<file path="config.mk">
export PLATFORM = sky130hd
export DESIGN_NAME = lvl_state_ctrl_flat
export DESIGN_NICKNAME = d
export VERILOG_FILES = /design/src/rtl/lvl_state_ctrl_if.sv /design/src/rtl/lvl_state_ctrl.sv /design/src/flat_wrapper.sv
export SDC_FILE = /design/constraint.sdc
export NUM_CORES = 1
export LEC_CHECK = 0
export CAP_MARGIN = 20
export CORE_MARGIN = 3
export CORE_UTILIZATION = 30
export DETAILED_ROUTE_END_ITERATION = 8
export GPL_TIMING_DRIVEN = 0
export PLACE_DENSITY = 0.6
export SYNTH_ARGS = -nofsm -noshare
export SYNTH_HDL_FRONTEND = slang
export SYNTH_SLANG_ARGS = --single-unit
</file>
<file path="constraint.sdc">
create_clock -name clk -period 12.3 [get_ports clk]
set_input_delay 1.845 -clock clk [delete_from_list [all_inputs] [get_ports clk]]
set_output_delay 1.845 -clock clk [all_outputs]
set_load 0.02 [all_outputs]
</file>
<file path="src/rtl/lvl_state_ctrl_if.sv">
// ============================================================================
// Module   : lvl_state_ctrl_if
// Brief    : Interface bundle for the level-state chain controller. It carries
//            the requests, level-state memory port, chain load/readback and
//            the backtrack handshake.
// Revision : 1.0 - initial release
// ============================================================================
`default_nettype none

interface lvl_state_ctrl_if #(
    parameter int NUM_LVL          = 8,
    parameter int WIDTH_LVL_STATES = 11,
    parameter int WIDTH_LVL        = 16,
    parameter int WIDTH_BIN_ID     = 10,
    parameter int WIDTH_ADDR       = 12
);
    logic                                  start_load_i;
    logic                                  start_save_i;
    logic                                  start_bkt_i;
    logic [WIDTH_ADDR-1:0]                 base_addr_i;
    logic [WIDTH_LVL-1:0]                  max_lvl_i;
    logic                                  busy_o;
    logic                                  done_o;
    logic                                  mem_rd_en_o;
    logic                                  mem_wr_en_o;
    logic [WIDTH_ADDR-1:0]                 mem_addr_o;
    logic [WIDTH_LVL_STATES-1:0]           mem_wdata_o;
    logic [WIDTH_LVL_STATES-1:0]           mem_rdata_i;
    logic                                  wr_states_o;
    logic [NUM_LVL*WIDTH_LVL_STATES-1:0]   lvl_states_all_o;
    logic [NUM_LVL*WIDTH_LVL_STATES-1:0]   lvl_states_all_i;
    logic [WIDTH_LVL-1:0]                  max_lvl_o;
    logic                                  apply_bkt_o;
    logic [1:0]                            findflag_tail_i;
    logic [WIDTH_BIN_ID-1:0]               bkt_bin_or_i;
    logic [WIDTH_LVL-1:0]                  bkt_lvl_or_i;
    logic                                  bkt_valid_o;
    logic [WIDTH_BIN_ID-1:0]               bkt_bin_o;
    logic [WIDTH_LVL-1:0]                  bkt_lvl_o;
    logic                                  bkt_none_o;

    // Environment side: bin manager, level-state memory and the cell chain.
    modport master (
        output start_load_i, start_save_i, start_bkt_i, base_addr_i, max_lvl_i,
        output mem_rdata_i, lvl_states_all_i, findflag_tail_i, bkt_bin_or_i, bkt_lvl_or_i,
        input  busy_o, done_o, mem_rd_en_o, mem_wr_en_o, mem_addr_o, mem_wdata_o,
        input  wr_states_o, lvl_states_all_o, max_lvl_o, apply_bkt_o,
        input  bkt_valid_o, bkt_bin_o, bkt_lvl_o, bkt_none_o
    );

    // Controller side.
    modport slave (
        input  start_load_i, start_save_i, start_bkt_i, base_addr_i, max_lvl_i,
        input  mem_rdata_i, lvl_states_all_i, findflag_tail_i, bkt_bin_or_i, bkt_lvl_or_i,
        output busy_o, done_o, mem_rd_en_o, mem_wr_en_o, mem_addr_o, mem_wdata_o,
        output wr_states_o, lvl_states_all_o, max_lvl_o, apply_bkt_o,
        output bkt_valid_o, bkt_bin_o, bkt_lvl_o, bkt_none_o
    );
endinterface

`default_nettype wire

</file>
<file path="src/rtl/lvl_state_ctrl.sv">
// ============================================================================
// Module   : lvl_state_ctrl
// Brief    : Drives the level-state cell chain: memory->chain load, chain->memory
//            save, and the find/apply backtrack-level sequence with UNSAT flag.
// Revision : 1.0 - initial release
// ============================================================================
`default_nettype none

module lvl_state_ctrl #(
    parameter int NUM_LVL          = 8,
    parameter int WIDTH_LVL_STATES = 11,
    parameter int WIDTH_LVL        = 16,
    parameter int WIDTH_BIN_ID     = 10,
    parameter int WIDTH_ADDR       = 12
) (
    input  logic            clk,
    input  logic            rst,
    lvl_state_ctrl_if.slave bus
);
    localparam int c_w     = WIDTH_LVL_STATES;
    localparam int c_vec_w = NUM_LVL * WIDTH_LVL_STATES;
    localparam int c_cnt_w = $clog2(NUM_LVL + 1);
    localparam logic [c_cnt_w-1:0] c_last_idx = c_cnt_w'(NUM_LVL - 1);
    localparam logic [c_cnt_w-1:0] c_num_lvl  = c_cnt_w'(NUM_LVL);

    typedef enum logic [2:0] {
        ST_IDLE     = 3'd0,
        ST_LOAD_RD  = 3'd1,
        ST_LOAD_WR  = 3'd2,
        ST_SAVE_WR  = 3'd3,
        ST_BKT_FIND = 3'd4,
        ST_BKT_RES  = 3'd5
    } state_t;

    state_t                    r_state,     w_state;
    logic [c_cnt_w-1:0]        r_cnt,       w_cnt;
    logic [WIDTH_ADDR-1:0]     r_base,      w_base;
    logic [c_vec_w-1:0]        r_buf,       w_buf;
    logic [c_vec_w-1:0]        r_snap,      w_snap;
    logic [c_vec_w-1:0]        r_vec,       w_vec;
    logic                      r_busy,      w_busy;
    logic                      r_done,      w_done;
    logic                      r_rd_en,     w_rd_en;
    logic                      r_wr_en,     w_wr_en;
    logic [WIDTH_ADDR-1:0]     r_addr,      w_addr;
    logic [c_w-1:0]            r_wdata,     w_wdata;
    logic                      r_wr_states, w_wr_states;
    logic [WIDTH_LVL-1:0]      r_max_lvl,   w_max_lvl;
    logic                      r_bkt_valid, w_bkt_valid;
    logic [WIDTH_BIN_ID-1:0]   r_bkt_bin,   w_bkt_bin;
    logic [WIDTH_LVL-1:0]      r_bkt_lvl,   w_bkt_lvl;
    logic                      r_bkt_none,  w_bkt_none;
    logic                      w_found;

    assign w_found = (bus.findflag_tail_i != 2'b00);

    always_comb begin
        w_state     = r_state;
        w_cnt       = r_cnt;
        w_base      = r_base;
        w_buf       = r_buf;
        w_snap      = r_snap;
        w_vec       = r_vec;
        w_done      = 1'b0;
        w_rd_en     = 1'b0;
        w_wr_en     = 1'b0;
        w_addr      = '0;
        w_wdata     = '0;
        w_wr_states = 1'b0;
        w_max_lvl   = '0;
        w_bkt_valid = 1'b0;
        w_bkt_bin   = r_bkt_bin;
        w_bkt_lvl   = r_bkt_lvl;
        w_bkt_none  = r_bkt_none;

        case (r_state)
            ST_IDLE: begin
                if (bus.start_load_i) begin
                    w_state = ST_LOAD_RD;
                    w_cnt   = '0;
                    w_base  = bus.base_addr_i;
                    w_buf   = '0;
                    w_rd_en = 1'b1;
                    w_addr  = bus.base_addr_i;
                end else if (bus.start_save_i) begin
                    w_state = ST_SAVE_WR;
                    w_cnt   = '0;
                    w_base  = bus.base_addr_i;
                    w_snap  = bus.lvl_states_all_i;
                    w_wr_en = 1'b1;
                    w_addr  = bus.base_addr_i;
                    w_wdata = bus.lvl_states_all_i[c_w-1:0];
                end else if (bus.start_bkt_i) begin
                    w_state   = ST_BKT_FIND;
                    w_max_lvl = bus.max_lvl_i;
                end
            end

            // r_cnt is (cycle - 1); read data for entry r_cnt-1 is on the bus now.
            ST_LOAD_RD: begin
                w_cnt = r_cnt + 1'b1;
                if (r_cnt != '0) begin
                    w_buf[(int'(r_cnt) - 1) * c_w +: c_w] = bus.mem_rdata_i;
                end
                if (r_cnt < c_last_idx) begin
                    w_rd_en = 1'b1;
                    w_addr  = r_base + WIDTH_ADDR'(r_cnt + 1'b1);
                end
                if (r_cnt == c_num_lvl) begin
                    w_state     = ST_LOAD_WR;
                    w_vec       = w_buf;
                    w_wr_states = 1'b1;
                    w_done      = 1'b1;
                end
            end

            ST_LOAD_WR: begin
                w_state = ST_IDLE;
            end

            ST_SAVE_WR: begin
                w_cnt = r_cnt + 1'b1;
                if (r_cnt < c_last_idx) begin
                    w_wr_en = 1'b1;
                    w_addr  = r_base + WIDTH_ADDR'(r_cnt + 1'b1);
                    w_wdata = r_snap[(int'(r_cnt) + 1) * c_w +: c_w];
                end
                if (r_cnt == c_last_idx) begin
                    w_done = 1'b1;
                end
                if (r_cnt == c_num_lvl) begin
                    w_state = ST_IDLE;
                end
            end

            // Chain answers combinationally to max_lvl_o during this cycle.
            ST_BKT_FIND: begin
                w_state     = ST_BKT_RES;
                w_bkt_valid = 1'b1;
                w_done      = 1'b1;
                w_bkt_bin   = w_found ? bus.bkt_bin_or_i : '0;
                w_bkt_lvl   = w_found ? bus.bkt_lvl_or_i : '0;
                w_bkt_none  = ~w_found;
            end

            ST_BKT_RES: begin
                w_state = ST_IDLE;
            end

            default: begin
                w_state = ST_IDLE;
            end
        endcase

        w_busy = (w_state != ST_IDLE);
    end

    always_ff @(posedge clk) begin
        if (rst) begin
            r_state     <= ST_IDLE;
            r_cnt       <= '0;
            r_base      <= '0;
            r_buf       <= '0;
            r_snap      <= '0;
            r_vec       <= '0;
            r_busy      <= 1'b0;
            r_done      <= 1'b0;
            r_rd_en     <= 1'b0;
            r_wr_en     <= 1'b0;
            r_addr      <= '0;
            r_wdata     <= '0;
            r_wr_states <= 1'b0;
            r_max_lvl   <= '0;
            r_bkt_valid <= 1'b0;
            r_bkt_bin   <= '0;
            r_bkt_lvl   <= '0;
            r_bkt_none  <= 1'b0;
        end else begin
            r_state     <= w_state;
            r_cnt       <= w_cnt;
            r_base      <= w_base;
            r_buf       <= w_buf;
            r_snap      <= w_snap;
            r_vec       <= w_vec;
            r_busy      <= w_busy;
            r_done      <= w_done;
            r_rd_en     <= w_rd_en;
            r_wr_en     <= w_wr_en;
            r_addr      <= w_addr;
            r_wdata     <= w_wdata;
            r_wr_states <= w_wr_states;
            r_max_lvl   <= w_max_lvl;
            r_bkt_valid <= w_bkt_valid;
            r_bkt_bin   <= w_bkt_bin;
            r_bkt_lvl   <= w_bkt_lvl;
            r_bkt_none  <= w_bkt_none;
        end
    end

    assign bus.busy_o           = r_busy;
    assign bus.done_o           = r_done;
    assign bus.mem_rd_en_o      = r_rd_en;
    assign bus.mem_wr_en_o      = r_wr_en;
    assign bus.mem_addr_o       = r_addr;
    assign bus.mem_wdata_o      = r_wdata;
    assign bus.wr_states_o      = r_wr_states;
    assign bus.lvl_states_all_o = r_vec;
    assign bus.max_lvl_o        = r_max_lvl;
    // The flip must land on the same edge that closes the find cycle.
    assign bus.apply_bkt_o      = (r_state == ST_BKT_FIND) && w_found;
    assign bus.bkt_valid_o      = r_bkt_valid;
    assign bus.bkt_bin_o        = r_bkt_bin;
    assign bus.bkt_lvl_o        = r_bkt_lvl;
    assign bus.bkt_none_o       = r_bkt_none;

endmodule

`default_nettype wire
</file>
<file path="src/flat_wrapper.sv">
// flat-port wrapper written by rule: the top's interface ports become plain ports
module lvl_state_ctrl_flat 
#(
    parameter int NUM_LVL          = 8,
    parameter int WIDTH_LVL_STATES = 11,
    parameter int WIDTH_LVL        = 16,
    parameter int WIDTH_BIN_ID     = 10,
    parameter int WIDTH_ADDR       = 12
)
  (clk, rst, bus_start_load_i, bus_start_save_i, bus_start_bkt_i, bus_base_addr_i, bus_max_lvl_i, bus_mem_rdata_i, bus_lvl_states_all_i, bus_findflag_tail_i, bus_bkt_bin_or_i, bus_bkt_lvl_or_i, bus_busy_o, bus_done_o, bus_mem_rd_en_o, bus_mem_wr_en_o, bus_mem_addr_o, bus_mem_wdata_o, bus_wr_states_o, bus_lvl_states_all_o, bus_max_lvl_o, bus_apply_bkt_o, bus_bkt_valid_o, bus_bkt_bin_o, bus_bkt_lvl_o, bus_bkt_none_o);
  lvl_state_ctrl_if #(.NUM_LVL(NUM_LVL), .WIDTH_LVL_STATES(WIDTH_LVL_STATES), .WIDTH_LVL(WIDTH_LVL), .WIDTH_BIN_ID(WIDTH_BIN_ID), .WIDTH_ADDR(WIDTH_ADDR)) bus_i ();
  input  logic clk;
  input  logic rst;
  input wire logic [$bits(bus_i.start_load_i)-1:0] bus_start_load_i;
  input wire logic [$bits(bus_i.start_save_i)-1:0] bus_start_save_i;
  input wire logic [$bits(bus_i.start_bkt_i)-1:0] bus_start_bkt_i;
  input wire logic [$bits(bus_i.base_addr_i)-1:0] bus_base_addr_i;
  input wire logic [$bits(bus_i.max_lvl_i)-1:0] bus_max_lvl_i;
  input wire logic [$bits(bus_i.mem_rdata_i)-1:0] bus_mem_rdata_i;
  input wire logic [$bits(bus_i.lvl_states_all_i)-1:0] bus_lvl_states_all_i;
  input wire logic [$bits(bus_i.findflag_tail_i)-1:0] bus_findflag_tail_i;
  input wire logic [$bits(bus_i.bkt_bin_or_i)-1:0] bus_bkt_bin_or_i;
  input wire logic [$bits(bus_i.bkt_lvl_or_i)-1:0] bus_bkt_lvl_or_i;
  output wire logic [$bits(bus_i.busy_o)-1:0] bus_busy_o;
  output wire logic [$bits(bus_i.done_o)-1:0] bus_done_o;
  output wire logic [$bits(bus_i.mem_rd_en_o)-1:0] bus_mem_rd_en_o;
  output wire logic [$bits(bus_i.mem_wr_en_o)-1:0] bus_mem_wr_en_o;
  output wire logic [$bits(bus_i.mem_addr_o)-1:0] bus_mem_addr_o;
  output wire logic [$bits(bus_i.mem_wdata_o)-1:0] bus_mem_wdata_o;
  output wire logic [$bits(bus_i.wr_states_o)-1:0] bus_wr_states_o;
  output wire logic [$bits(bus_i.lvl_states_all_o)-1:0] bus_lvl_states_all_o;
  output wire logic [$bits(bus_i.max_lvl_o)-1:0] bus_max_lvl_o;
  output wire logic [$bits(bus_i.apply_bkt_o)-1:0] bus_apply_bkt_o;
  output wire logic [$bits(bus_i.bkt_valid_o)-1:0] bus_bkt_valid_o;
  output wire logic [$bits(bus_i.bkt_bin_o)-1:0] bus_bkt_bin_o;
  output wire logic [$bits(bus_i.bkt_lvl_o)-1:0] bus_bkt_lvl_o;
  output wire logic [$bits(bus_i.bkt_none_o)-1:0] bus_bkt_none_o;
  assign bus_i.start_load_i = bus_start_load_i;
  assign bus_i.start_save_i = bus_start_save_i;
  assign bus_i.start_bkt_i = bus_start_bkt_i;
  assign bus_i.base_addr_i = bus_base_addr_i;
  assign bus_i.max_lvl_i = bus_max_lvl_i;
  assign bus_i.mem_rdata_i = bus_mem_rdata_i;
  assign bus_i.lvl_states_all_i = bus_lvl_states_all_i;
  assign bus_i.findflag_tail_i = bus_findflag_tail_i;
  assign bus_i.bkt_bin_or_i = bus_bkt_bin_or_i;
  assign bus_i.bkt_lvl_or_i = bus_bkt_lvl_or_i;
  assign bus_busy_o = bus_i.busy_o;
  assign bus_done_o = bus_i.done_o;
  assign bus_mem_rd_en_o = bus_i.mem_rd_en_o;
  assign bus_mem_wr_en_o = bus_i.mem_wr_en_o;
  assign bus_mem_addr_o = bus_i.mem_addr_o;
  assign bus_mem_wdata_o = bus_i.mem_wdata_o;
  assign bus_wr_states_o = bus_i.wr_states_o;
  assign bus_lvl_states_all_o = bus_i.lvl_states_all_o;
  assign bus_max_lvl_o = bus_i.max_lvl_o;
  assign bus_apply_bkt_o = bus_i.apply_bkt_o;
  assign bus_bkt_valid_o = bus_i.bkt_valid_o;
  assign bus_bkt_bin_o = bus_i.bkt_bin_o;
  assign bus_bkt_lvl_o = bus_i.bkt_lvl_o;
  assign bus_bkt_none_o = bus_i.bkt_none_o;
  lvl_state_ctrl #(.NUM_LVL(NUM_LVL), .WIDTH_LVL_STATES(WIDTH_LVL_STATES), .WIDTH_LVL(WIDTH_LVL), .WIDTH_BIN_ID(WIDTH_BIN_ID), .WIDTH_ADDR(WIDTH_ADDR)) u_core (.clk(clk), .rst(rst), .bus(bus_i));
endmodule
</file>
==> results of run 1 <==
sequential cells by signal (all words and copies together), names as in the netlist, 3 cells and up:
register,flops
u_core.bus.lvl_states_all_o,88
u_core.r_snap,88
u_core.bus.bkt_bin_o,10
u_core.bus.bkt_lvl_o,16
u_core.r_cnt,4
u_core.bus.mem_wdata_o,11
u_core.r_base,12
u_core.bus.max_lvl_o,16
u_core.r_state,3
u_core.r_buf,88
u_core.bus.mem_addr_o,12
area by class of cell:
class	count	area share, %
sequential	355	25.4
timing repair buffer	325	11.7
tap	950	4.26
inverter	40	0.542
buffer	206	2.89
clock inverter	24	0.923
multi-input combinational	2130	49.9
clock buffer	55	4.30
antenna	4	0.0358
layer usage:
metal / part of all wire [%] / wire length [um] / vias up
li1: - / - / 10783
met2: 43 / 43700 / 1360
met4: 3.5 / 3540 / 14
met3: 10 / 10500 / 214
met1: 43 / 43300 / 11625
met5: 0.11 / 107 / -
worst min-delay path, delay by kind of cell (launching register included):
kind / cells / cell delay [ps]
AO/OA/AOI/OAI: 1 / 50
flip-flops: 1 / 310
AND/OR/NAND/NOR: 1 / 50
synth_stat cells (all sizes together) (9+ instances only):
cell type / instances
a32o: 26
dfxtp: 355
o22ai: 36
o21ai: 200
a21o: 12
or3: 21
and3: 16
o221ai: 9
nand2: 440
o211ai: 11
or2: 13
and2: 26
nor2: 302
xnor2: 28
buf: 28
a22oi: 54
nor3: 74
nand4: 20
clkbuf: 179
a211oi: 13
mux4: 117
a21oi: 291
ha: 42
o32ai: 10
o31ai: 9
a31oi: 30
mux2: 15
nor4: 21
mux2i: 57
nand2b: 12
nand3: 70
inv: 37
xor2: 14
nor2b: 14
cell families after synthesis:
family	Yosys count	share of synthesized area [%]
compound gates	792	22.1
xor+xnor	43	1.78
fa+ha+maj	47	2.84
buf+inv	247	4.34
flops	355	32.3
mux	189	15.3
simple gates	1059	21.3
what timing repair did:
item                       in CTS  in global routing
setup endpoints to repair     161                171
hold buffers                    0                  0
gates resized for setup         5                  5
how the worst max path moves through the flow:
stage,to,slack [ps],cells past startpoint
CTS,u_core.bus.lvl_states_all_o[67]$_SDFFE_PP0P_,10,34
floorplan,u_core.r_buf[9]$_SDFFE_PP0P_,3080,34
detailed placement,u_core.bus.lvl_states_all_o[78]$_SDFFE_PP0P_,-850,35
finish,u_core.bus.lvl_states_all_o[67]$_SDFFE_PP0P_,870,33
global placement,u_core.bus.lvl_states_all_o[6]$_SDFFE_PP0P_,-1020,33
global route,u_core.r_buf[15]$_SDFFE_PP0P_,210,34
report_power, final:
part           switching [mW]  internal (mW)  total, mW
sequential             0.0305           1.18       1.21
combinational            2.21          0.769       2.98
clock                   0.551          0.764       1.32
total                    2.80           2.72       5.51
through the flow:
stage / hold slack [ps] / util (%)
2_1_floorplan: 419 / -
5_1_grt: 479 / 38.7
3_3_place_gp: 431 / 36.6
3_5_place_dp: 443 / 36.6
6_report: 454 / 38.7
4_1_cts: 455 / 38.7
==> results.cfg, run 1 <==
[sta]
setup_ws_ps = 867
tightestPinTransition_ps = 1120
grt_setup_unrepaired = false
min_period_over_period_pct = 92.9
finalClockSkew_ps = 21.9
maxSlewViolCount = 0
fmax_mhz = 87.5
slew_headroom_pct = 24.8
min_period_ps = 11430
finalHoldViolCount = 0
setup_viol = 0
tns_ps = 0

[critical_path]
rrSetupSlack_ps = 870
worst_path_most_repeated_cell = clkbuf_1
start_kind = flop
critPathTopFamily = buffers and inverters
max_stage_delay_ps = 620
endpoint_kind = flop
crit_slowest_cell = ha_1
r2r_cells = 33
cp.arrival_ps = 11900
cp.required_ps = 12770
r2r-end = u_core.bus.lvl_states_all_o[67]$_SDFFE_PP0P_
crit_start = u_core.r_cnt[0]$_SDFFE_PP0P_
critPathBufInv = 11
r2r_start = u_core.r_cnt[0]$_SDFFE_PP0P_
path_max_fanout = 19
path_class = reg2reg

[clock_network]
clock_sinks = 355
clock_latency_ps = 600
path_clk_slew_ps = 60
cts_buffer_depth = 3
cts_tree = yes
cts_setup_buffers = 0
root_buffer = clkbuf_16
cts_made_buffers = 43
cts_max_level = 2

[grt]
grt_max_degree = 23
use_met2_pct = 38.0
grt_use_total_pct = 25.1
use_met1_pct = 34.8
first_global_vias = 22418
grt_util_met3_pct = 6.39
grt-busiest-layer = met2
gr-total-overflow = 0
antenna_found_initial = 12
grt_pass1_wl_mm = 148

[synthesis]
syn_area_sq_um = 22000
synth_fp_nets = 2939
synth.distinct_cells = 90
synth_area_leaders = dfxtp_1, mux4_2, nand2_1, a21oi_1, nor2_1
yosys.area.top_type = dfxtp_1
synth_enable_flop_cells = 0
async_flop_share_pct = 0
ys_seq_area_share_pct = 32.3
synth-main-ff-cell = dfxtp_1
ys_seq_elements = 355
synth_warnings = 0
synthCells = 2732
synth_top_area_share_pct = 32.3
synth.avg_cell_area_sq_um = 8.06

[final_layout]
final_layout_size_suffix_gt1_share_pct = 8.36
fin_area_sq_um = 27900
final_nets = 3308
fillers = 7544
multiInputGateArea_sq_um = 14000
ff_latch_area_sq_um = 7110
final_common_cell = nand2_1
mostFrequentLayoutCells = nand2_1, dfxtp_1, clkdlybuf4s50_1
fin_cells = 4089
synthToLayoutAreaGrowth_pct = 26.9

[routing]
via_count = 23996
via_per_inst = 5.87
routed_wl_mm = 101
drt-pass1-iter-count = 7
drc_errors = 0
drt_iter0_drc = 2945
wl_per_cell_um = 24.7
ant_nets = 0

[placement]
hpwl_mm = 77.6
placed_area_sq_um = 26400
place_ws_ps = -846
place.port_buffers = 320
placed_cells = 4003
place_congestion = 1.03

[power]
vdd_drop_max_mv = 0.161
cellLeakagePower_nw = 9.25
p_per_area_nw_per_um2 = 197
power_mw = 5.51

[floorplan]
initial_core_util_pct = 30.5
core_sq_um = 72100
die_area_sq_um = 76700
rows = 98
top_level_ports = 321
fp.dieH_um = 277
die_w_um = 277

[hold_path]
whs_endpoint = u_core.bus.lvl_states_all_o[37]$_SDFFE_PP0P_
min_from = u_core.bus.lvl_states_all_o[37]$_SDFFE_PP0P_
hold_depth = 2
hp-class = reg2reg

[run_status]
outcome = finished, final reports clean

[run]
cap_violations = 0
(Power assumes the default switching activity.)
==> run 2: changes to the inputs <==
Settings changed: TNS_END_PERCENT set to 100.
==> results of run 2 <==
The final DEF is identical to that of run 1; final timing and power are the same.
